### config.mk
export PLATFORM = sky130hd
export DESIGN_NAME = dec_nx2n_pipe_flat
export DESIGN_NICKNAME = d
export VERILOG_FILES = /design/src/rtl/dec_nx2n_pipe_pkg.sv /design/src/rtl/dec_nx2n_pipe_if.sv /design/src/rtl/dec_nx2n_pipe_core.sv /design/src/rtl/dec_nx2n_pipe.sv /design/src/flat_wrapper.sv
export SDC_FILE = /design/constraint.sdc
export NUM_CORES = 1
export LEC_CHECK = 0
export ABC_CLOCK_PERIOD_IN_PS = 2200
export CORE_MARGIN = 1
export CORE_UTILIZATION = 48
export CTS_CLUSTER_DIAMETER = 50
export DETAILED_ROUTE_END_ITERATION = 8
export PLACE_DENSITY = 0.78
export SLEW_MARGIN = 0
export SYNTH_ARGS = -nofsm -noshare
export SYNTH_HDL_FRONTEND = slang
export SYNTH_SLANG_ARGS = --single-unit
### constraint.sdc
create_clock -name clk -period 2.2 [get_ports clk]
set_input_delay 0.44 -clock clk [delete_from_list [all_inputs] [get_ports clk]]
set_output_delay 0.44 -clock clk [all_outputs]
set_load 0.02 [all_outputs]
### src/rtl/dec_nx2n_pipe_pkg.sv
// Shared types and helpers for the N-to-2^N pipelined decoder (dec_nx2n_pipe).
package dec_pkg;

    typedef enum logic [1:0] {
        IDLE  = 2'd0,
        WAIT  = 2'd1,
        SWEEP = 2'd2,
        DONE  = 2'd3
    } bist_state_t;

    localparam int MAX_W = 256;

    // Reference one-hot at the widest supported size; callers truncate to 2**N.
    function automatic logic [MAX_W-1:0] onehot(input logic [7:0] code, input logic en);
        logic [MAX_W-1:0] v;
        v = '0;
        if (en) v[code] = 1'b1;
        return v;
    endfunction

endpackage

### src/rtl/dec_nx2n_pipe_if.sv
// Producer/consumer handshake bundle for dec_nx2n_pipe.
interface dec_nx2n_pipe_if #(
    parameter int N = 4
);
    logic              in_valid;
    logic              in_ready;
    logic [N-1:0]      in_code;
    logic              in_en;
    logic              out_valid;
    logic              out_ready;
    logic [2**N-1:0]   out_d;

    modport master (
        output in_valid, in_code, in_en, out_ready,
        input  in_ready, out_valid, out_d
    );

    modport slave (
        input  in_valid, in_code, in_en, out_ready,
        output in_ready, out_valid, out_d
    );
endinterface

### src/rtl/dec_nx2n_pipe_core.sv
// Combinational N -> 2**N decoder with enable and single-bit stuck-at overlay.
module dec_core
    import dec_pkg::*;
#(
    parameter int N = 4
) (
    input  logic [N-1:0]    code,
    input  logic            en,
    input  logic            fault_en,
    input  logic [N-1:0]    fault_idx,
    input  logic            fault_val,
    output logic [2**N-1:0] dec
);
    localparam int W = 2**N;

    always_comb begin
        dec = W'(onehot(8'(code), en));
        if (fault_en) dec[fault_idx] = fault_val;
    end
endmodule

### src/rtl/dec_nx2n_pipe.sv
// Registered one-hot decoder with valid/ready handshake and on-demand BIST sweep.
// Optional macro FAULT_INJECT_EN adds fault_* ports that force one decoded bit.
//
// state | meaning
// IDLE  | normal decoding, accepts input, watches bist_start
// WAIT  | BIST requested, input blocked, waiting for consumer to drain out_d
// SWEEP | checking every code 0..2**N-1 on the BIST decoder copy
// DONE  | one-cycle bist_done pulse, result already latched
module dec_nx2n_pipe
    import dec_pkg::*;
#(
    parameter int N       = 4,
    parameter bit BIST_EN = 1'b1
) (
    input  logic clk,
    input  logic rst,
    dec_nx2n_pipe_if.slave bus,
    input  logic bist_start,
    output logic bist_busy,
    output logic bist_done,
    output logic bist_pass
`ifdef FAULT_INJECT_EN
    ,
    input  logic         fault_en,
    input  logic [N-1:0] fault_idx,
    input  logic         fault_val
`endif
);
    localparam int W = 2**N;

    localparam logic [1:0] ST_IDLE  = 2'(IDLE);
    localparam logic [1:0] ST_WAIT  = 2'(WAIT);
    localparam logic [1:0] ST_SWEEP = 2'(SWEEP);
    localparam logic [1:0] ST_DONE  = 2'(DONE);

    logic         f_en;
    logic [N-1:0] f_idx;
    logic         f_val;

`ifdef FAULT_INJECT_EN
    assign f_en  = fault_en;
    assign f_idx = fault_idx;
    assign f_val = fault_val;
`else
    assign f_en  = 1'b0;
    assign f_idx = '0;
    assign f_val = 1'b0;
`endif

    logic [1:0]   state;
    logic [N-1:0] cnt;
    logic         fail;
    logic         pass_r;
    logic         out_valid_r;
    logic [W-1:0] out_d_r;
    logic [W-1:0] dec_fn;
    logic [W-1:0] dec_bist;
    logic [W-1:0] exp_bist;
    logic         start_req;
    logic         take;
    logic         sweep_bad;

    dec_core #(.N(N)) u_dec_fn (
        .code      (bus.in_code),
        .en        (bus.in_en),
        .fault_en  (f_en),
        .fault_idx (f_idx),
        .fault_val (f_val),
        .dec       (dec_fn)
    );

    dec_core #(.N(N)) u_dec_bist (
        .code      (cnt),
        .en        (1'b1),
        .fault_en  (f_en),
        .fault_idx (f_idx),
        .fault_val (f_val),
        .dec       (dec_bist)
    );

    // A start request wins over a same-cycle input, so it also drops in_ready.
    assign start_req    = BIST_EN && bist_start && (state == ST_IDLE);
    assign bus.in_ready = (state == ST_IDLE) && !start_req && (!out_valid_r || bus.out_ready);
    assign take         = bus.in_valid && bus.in_ready;

    assign exp_bist  = W'(1) << cnt;
    assign sweep_bad = (dec_bist != exp_bist);

    always_ff @(posedge clk) begin
        if (rst) begin
            out_valid_r <= 1'b0;
            out_d_r     <= '0;
        end else if (take) begin
            out_valid_r <= 1'b1;
            out_d_r     <= dec_fn;
        end else if (bus.out_ready) begin
            out_valid_r <= 1'b0;
        end
    end

    assign bus.out_valid = out_valid_r;
    assign bus.out_d     = out_d_r;

    always_ff @(posedge clk) begin
        if (rst) begin
            state  <= ST_IDLE;
            cnt    <= '0;
            fail   <= 1'b0;
            pass_r <= 1'b0;
        end else begin
            case (state)
                ST_IDLE: begin
                    if (start_req) begin
                        state  <= ST_WAIT;
                        pass_r <= 1'b0;
                    end
                end
                ST_WAIT: begin
                    if (!out_valid_r) begin
                        state <= ST_SWEEP;
                        cnt   <= '0;
                        fail  <= 1'b0;
                    end
                end
                ST_SWEEP: begin
                    fail <= fail | sweep_bad;
                    cnt  <= cnt + 1'b1;
                    // Latch the verdict with the last code so it is visible alongside bist_done.
                    if (cnt == '1) begin
                        state  <= ST_DONE;
                        pass_r <= !(fail | sweep_bad);
                    end
                end
                ST_DONE: state <= ST_IDLE;
                default: state <= ST_IDLE;
            endcase
        end
    end

    assign bist_busy = (state == ST_WAIT) || (state == ST_SWEEP);
    assign bist_done = (state == ST_DONE);
    assign bist_pass = pass_r;
endmodule

### src/flat_wrapper.sv
// flat-port wrapper written by rule: the top's interface ports become plain ports
module dec_nx2n_pipe_flat import dec_pkg::*;
#(
    parameter int N       = 4,
    parameter bit BIST_EN = 1'b1
)
  (clk, rst, bist_start, bist_busy, bist_done, bist_pass, bus_in_valid, bus_in_code, bus_in_en, bus_out_ready, bus_in_ready, bus_out_valid, bus_out_d);
  dec_nx2n_pipe_if #(.N(N)) bus_i ();
  input  logic clk;
  input  logic rst;
  input  logic bist_start;
  output logic bist_busy;
  output logic bist_done;
  output logic bist_pass;
  input wire logic [$bits(bus_i.in_valid)-1:0] bus_in_valid;
  input wire logic [$bits(bus_i.in_code)-1:0] bus_in_code;
  input wire logic [$bits(bus_i.in_en)-1:0] bus_in_en;
  input wire logic [$bits(bus_i.out_ready)-1:0] bus_out_ready;
  output wire logic [$bits(bus_i.in_ready)-1:0] bus_in_ready;
  output wire logic [$bits(bus_i.out_valid)-1:0] bus_out_valid;
  output wire logic [$bits(bus_i.out_d)-1:0] bus_out_d;
  assign bus_i.in_valid = bus_in_valid;
  assign bus_i.in_code = bus_in_code;
  assign bus_i.in_en = bus_in_en;
  assign bus_i.out_ready = bus_out_ready;
  assign bus_in_ready = bus_i.in_ready;
  assign bus_out_valid = bus_i.out_valid;
  assign bus_out_d = bus_i.out_d;
  dec_nx2n_pipe #(.N(N), .BIST_EN(BIST_EN)) u_core (.clk(clk), .rst(rst), .bus(bus_i), .bist_start(bist_start), .bist_busy(bist_busy), .bist_done(bist_done), .bist_pass(bist_pass));
endmodule
==> results.sh <==
export IMPL_start_util_pct=50.6
export IMPL_clkLatencyLatePin_ns=0.32
export IMPL_crit_chain="inv_1 -> ha_1 -> nor2b_4 -> and2_1 -> dlygate4sd2_1"
export IMPL_portBuffers=30
export IMPL_setup_slack_ns=0.130
export IMPL_die_w_um=53.1
export IMPL_num_antenna_cells=0
export IMPL_grt_pass1_wl_mm=4.51
export IMPL_fin_nets=203
export IMPL_via_count=1153
export IMPL_final_util_pct=65.6
export IMPL_holdWs_ns=0.464
export IMPL_maxCapViolations=0
export IMPL_synth_area_um2=1250
export IMPL_cp_arrival_ns=1.63
export IMPL_yosys_top_cells_area="dfxtp_1, ha_1, a21oi_1, nand2_1, or3_1"
export IMPL_yosysMostFrequentCell="dfxtp_1"
export IMPL_fin_skew_ns=0.00739
export IMPL_synth_simple_area_share_pct=28.9
export IMPL_pin_count=31
export IMPL_fin_crit_ns=2.07
export IMPL_synthMuxAreaShare_pct=1.60
export IMPL_first_pass_iters=6
export IMPL_areaGrowthSynthToFinish_pct=29.6
export IMPL_placed_cell_area_um2=1600
export IMPL_dp_hpwl_mm=2.02
export IMPL_synth_async_reset_ratio_pct=0
export IMPL_synth_edf_count=0
export IMPL_synth_xor_area_share_pct=2.79
export IMPL_setup_violations=0
export IMPL_die_h_um=53.1
export IMPL_synth_top_cell_area_share_pct=39.9
export IMPL_slew_viol_final=0
export IMPL_yosysWarningCount=0
export IMPL_ant_nets=0
export IMPL_clk_pin_slew_ns=0.14
export IMPL_cp_slowest_stage_delay_ns=0.36
export IMPL_crit_buf_inv=2
export IMPL_synth_cells=148
export IMPL_drc_errors=0
export IMPL_power_mw=1.16
export IMPL_grt_pass1_vias=1053
export IMPL_avgViaCountPerCell=5.49
export IMPL_grt_max_degree=27
export IMPL_cts_resized=2
export IMPL_required_ns=1.76
export IMPL_syn_nets=170
export IMPL_critical_path_top_delay_family="buffers and inverters"
export IMPL_ys_ff_latch=25
export IMPL_dieArea_um2=2820
export IMPL_drtIter0Drc=29
export IMPL_wl_mm=2.75
export IMPL_layout_drive_gt1_share_pct=6.67
export IMPL_worst_setup_path_start_kind="flip-flop"
export IMPL_status="complete, no violations"
export IMPL_gr_total_overflow=0
export IMPL_slew_limit_headroom_pct=74.1
export IMPL_tns_ns=0
export IMPL_synth_top_family_by_area="simple AND/OR/NAND/NOR gates"
export IMPL_numCtsBuffers=3
export IMPL_clock_fmax_ghz=0.483
export IMPL_coreArea_um2=2480
export IMPL_crit_type="reg -> out"
export IMPL_cts_hold_buf=0
export IMPL_dp_slack_ns=-0.0382
export IMPL_min_delay_path_class="reg -> reg"
export IMPL_fin_area_um2=1630
export IMPL_cts_root_buffer="clkbuf_4"
export IMPL_cts_tree="done"
export IMPL_crit_path_end_kind="output port"
export IMPL_power_leakage_nw=0.604
export IMPL_yosys_area_top_type="dfxtp_1"
export IMPL_place_congestion=0.821
export IMPL_tightest_slew_ns=0.388
export IMPL_synth_avg_cell_area_um2=8.47
export IMPL_dp_cells=206
export IMPL_finalCritPeriodShare_pct=94.1
export IMPL_cts_htree_levels=1
export IMPL_rows=18
export IMPL_ys_seq_area_share_pct=39.9
export IMPL_rsz0062_at_grt="false"
export IMPL_synthAdderAreaFrac_pct=12.0
export IMPL_cts_sinks=25
export IMPL_cp_slowest_cell="dfxtp_1"
export IMPL_cts_buffer_depth=2
export IMPL_timing_final_hold_violations=0
export IMPL_final_cells=210
export IMPL_wl_per_cell_um=13.1
export IMPL_critPathMaxFanout=4
export IMPL_synth_common_cells="dfxtp_1, nand2_1, a21oi_1"
export IMPL_synth_ff_type="dfxtp_1"
export IMPL_synth_compound_area_share_pct=11.5
export IMPL_power_density_nw_per_um2=711
export IMPL_synth_distinct_cells=27
export IMPL_cts_setup_buffers=0
export IMPL_antenna_found_initial=0
export IMPL_grt_usage_pct=21.9
export IMPL_ir_worst_vdd_mv=0.510
[placed cells by master (no fill, tap or decap)]
cell type | synthesis | layout
nand4_1 | 1 | 1
nand3b_1 | 3 | 3
nor3_1 | 2 | 2
nor2b_4 | 1 | 1
nand3_1 | 6 | 6
o21ai_0 | 2 | 2
and2_1 | 2 | 2
buf_4 | 0 | 4
xnor2_1 | 3 | 3
inv_1 | 5 | 5
and2b_2 | 1 | 1
clkinv_2 | 0 | 1
mux2i_1 | 2 | 2
or4_1 | 7 | 7
dfxtp_1 | 25 | 24
or3b_1 | 1 | 1
dlygate4sd2_1 | 0 | 2
a21oi_1 | 22 | 22
or4b_2 | 1 | 1
clkbuf_4 | 0 | 3
clkdlybuf4s50_1 | 0 | 28
and3_1 | 1 | 1
dfxtp_2 | 0 | 1
nand2_1 | 24 | 24
ha_1 | 12 | 12
or3_1 | 9 | 9
xor2_1 | 1 | 1
o211ai_1 | 1 | 1
nor2_1 | 6 | 6
a211oi_1 | 1 | 1
nand2b_1 | 2 | 2
a221oi_1 | 1 | 1
[path summary, 6_finish.rpt]
| check | start | end | slack, ns | cells after the start |
|---|---|---|---|---|
| worst max-delay path | u_core.state[1] | bus_in_ready | 0.13 | 5 |
| worst min-delay path | u_core.bus.out_d[5] | u_core.bus.out_d[5] | 0.46 | 2 |
| worst max register to register | u_core.state[1] | u_core.bist_pass | 0.23 | 6 |
| worst min register to register | u_core.bus.out_d[5] | u_core.bus.out_d[5] | 0.46 | 2 |
[cell families (layout without fill, tap and decap cells)]
| kind of cell | after synthesis | count (layout) |
|---|---|---|
| flops | 25 | 25 |
| fa+ha+maj | 12 | 12 |
| buf+inv | 11 | 43 |
| xor+xnor | 4 | 4 |
| mux | 2 | 2 |
| compound gates | 27 | 27 |
| simple gates | 67 | 67 |
[state kept, by name, indices dropped and copies added (netlist names)]
register and count:
u_core.cnt 4, u_core.bist_pass 1, u_core.state 2, u_core.bus.out_d 16
u_core.bus.out_valid 1, u_core.fail 1
[power breakdown]
| group | leakage (nW) | internal, mW | switching (mW) |
|---|---|---|---|
| logic | 0.384 | 0.181 | 0.258 |
| clock network | 0.0177 | 0.0682 | 0.141 |
| registers | 0.202 | 0.480 | 0.0272 |
[layer usage]
| metal | track usage [%] | up-vias | part of all wire, % |
|---|---|---|---|
| met5 | 0 | - | 0 |
| met4 | 7.89 | 0 | 1.2 |
| met3 | 4.60 | 4 | 4.0 |
| met2 | 36.7 | 25 | 48 |
| met1 | 27.3 | 544 | 46 |
| li1 | - | 580 | - |
[worst min-delay path: cells and delay by family (launching register included)]
kind	cells	cell delay [ns]
flops	1	0.33
simple gates	1	0.05
compound gates	1	0.05
[layout make-up]
cell class / instances / area [um^2]
clock buffer: 3 / 22.5
tap: 30 / 37.5
clock inverter: 1 / 5.00
multi-input combinational: 112 / 712
fill: 222 / 852
timing repair buffer: 34 / 328
inverter: 5 / 18.8
sequential: 25 / 502
Power figures use the tool's default switching activity.
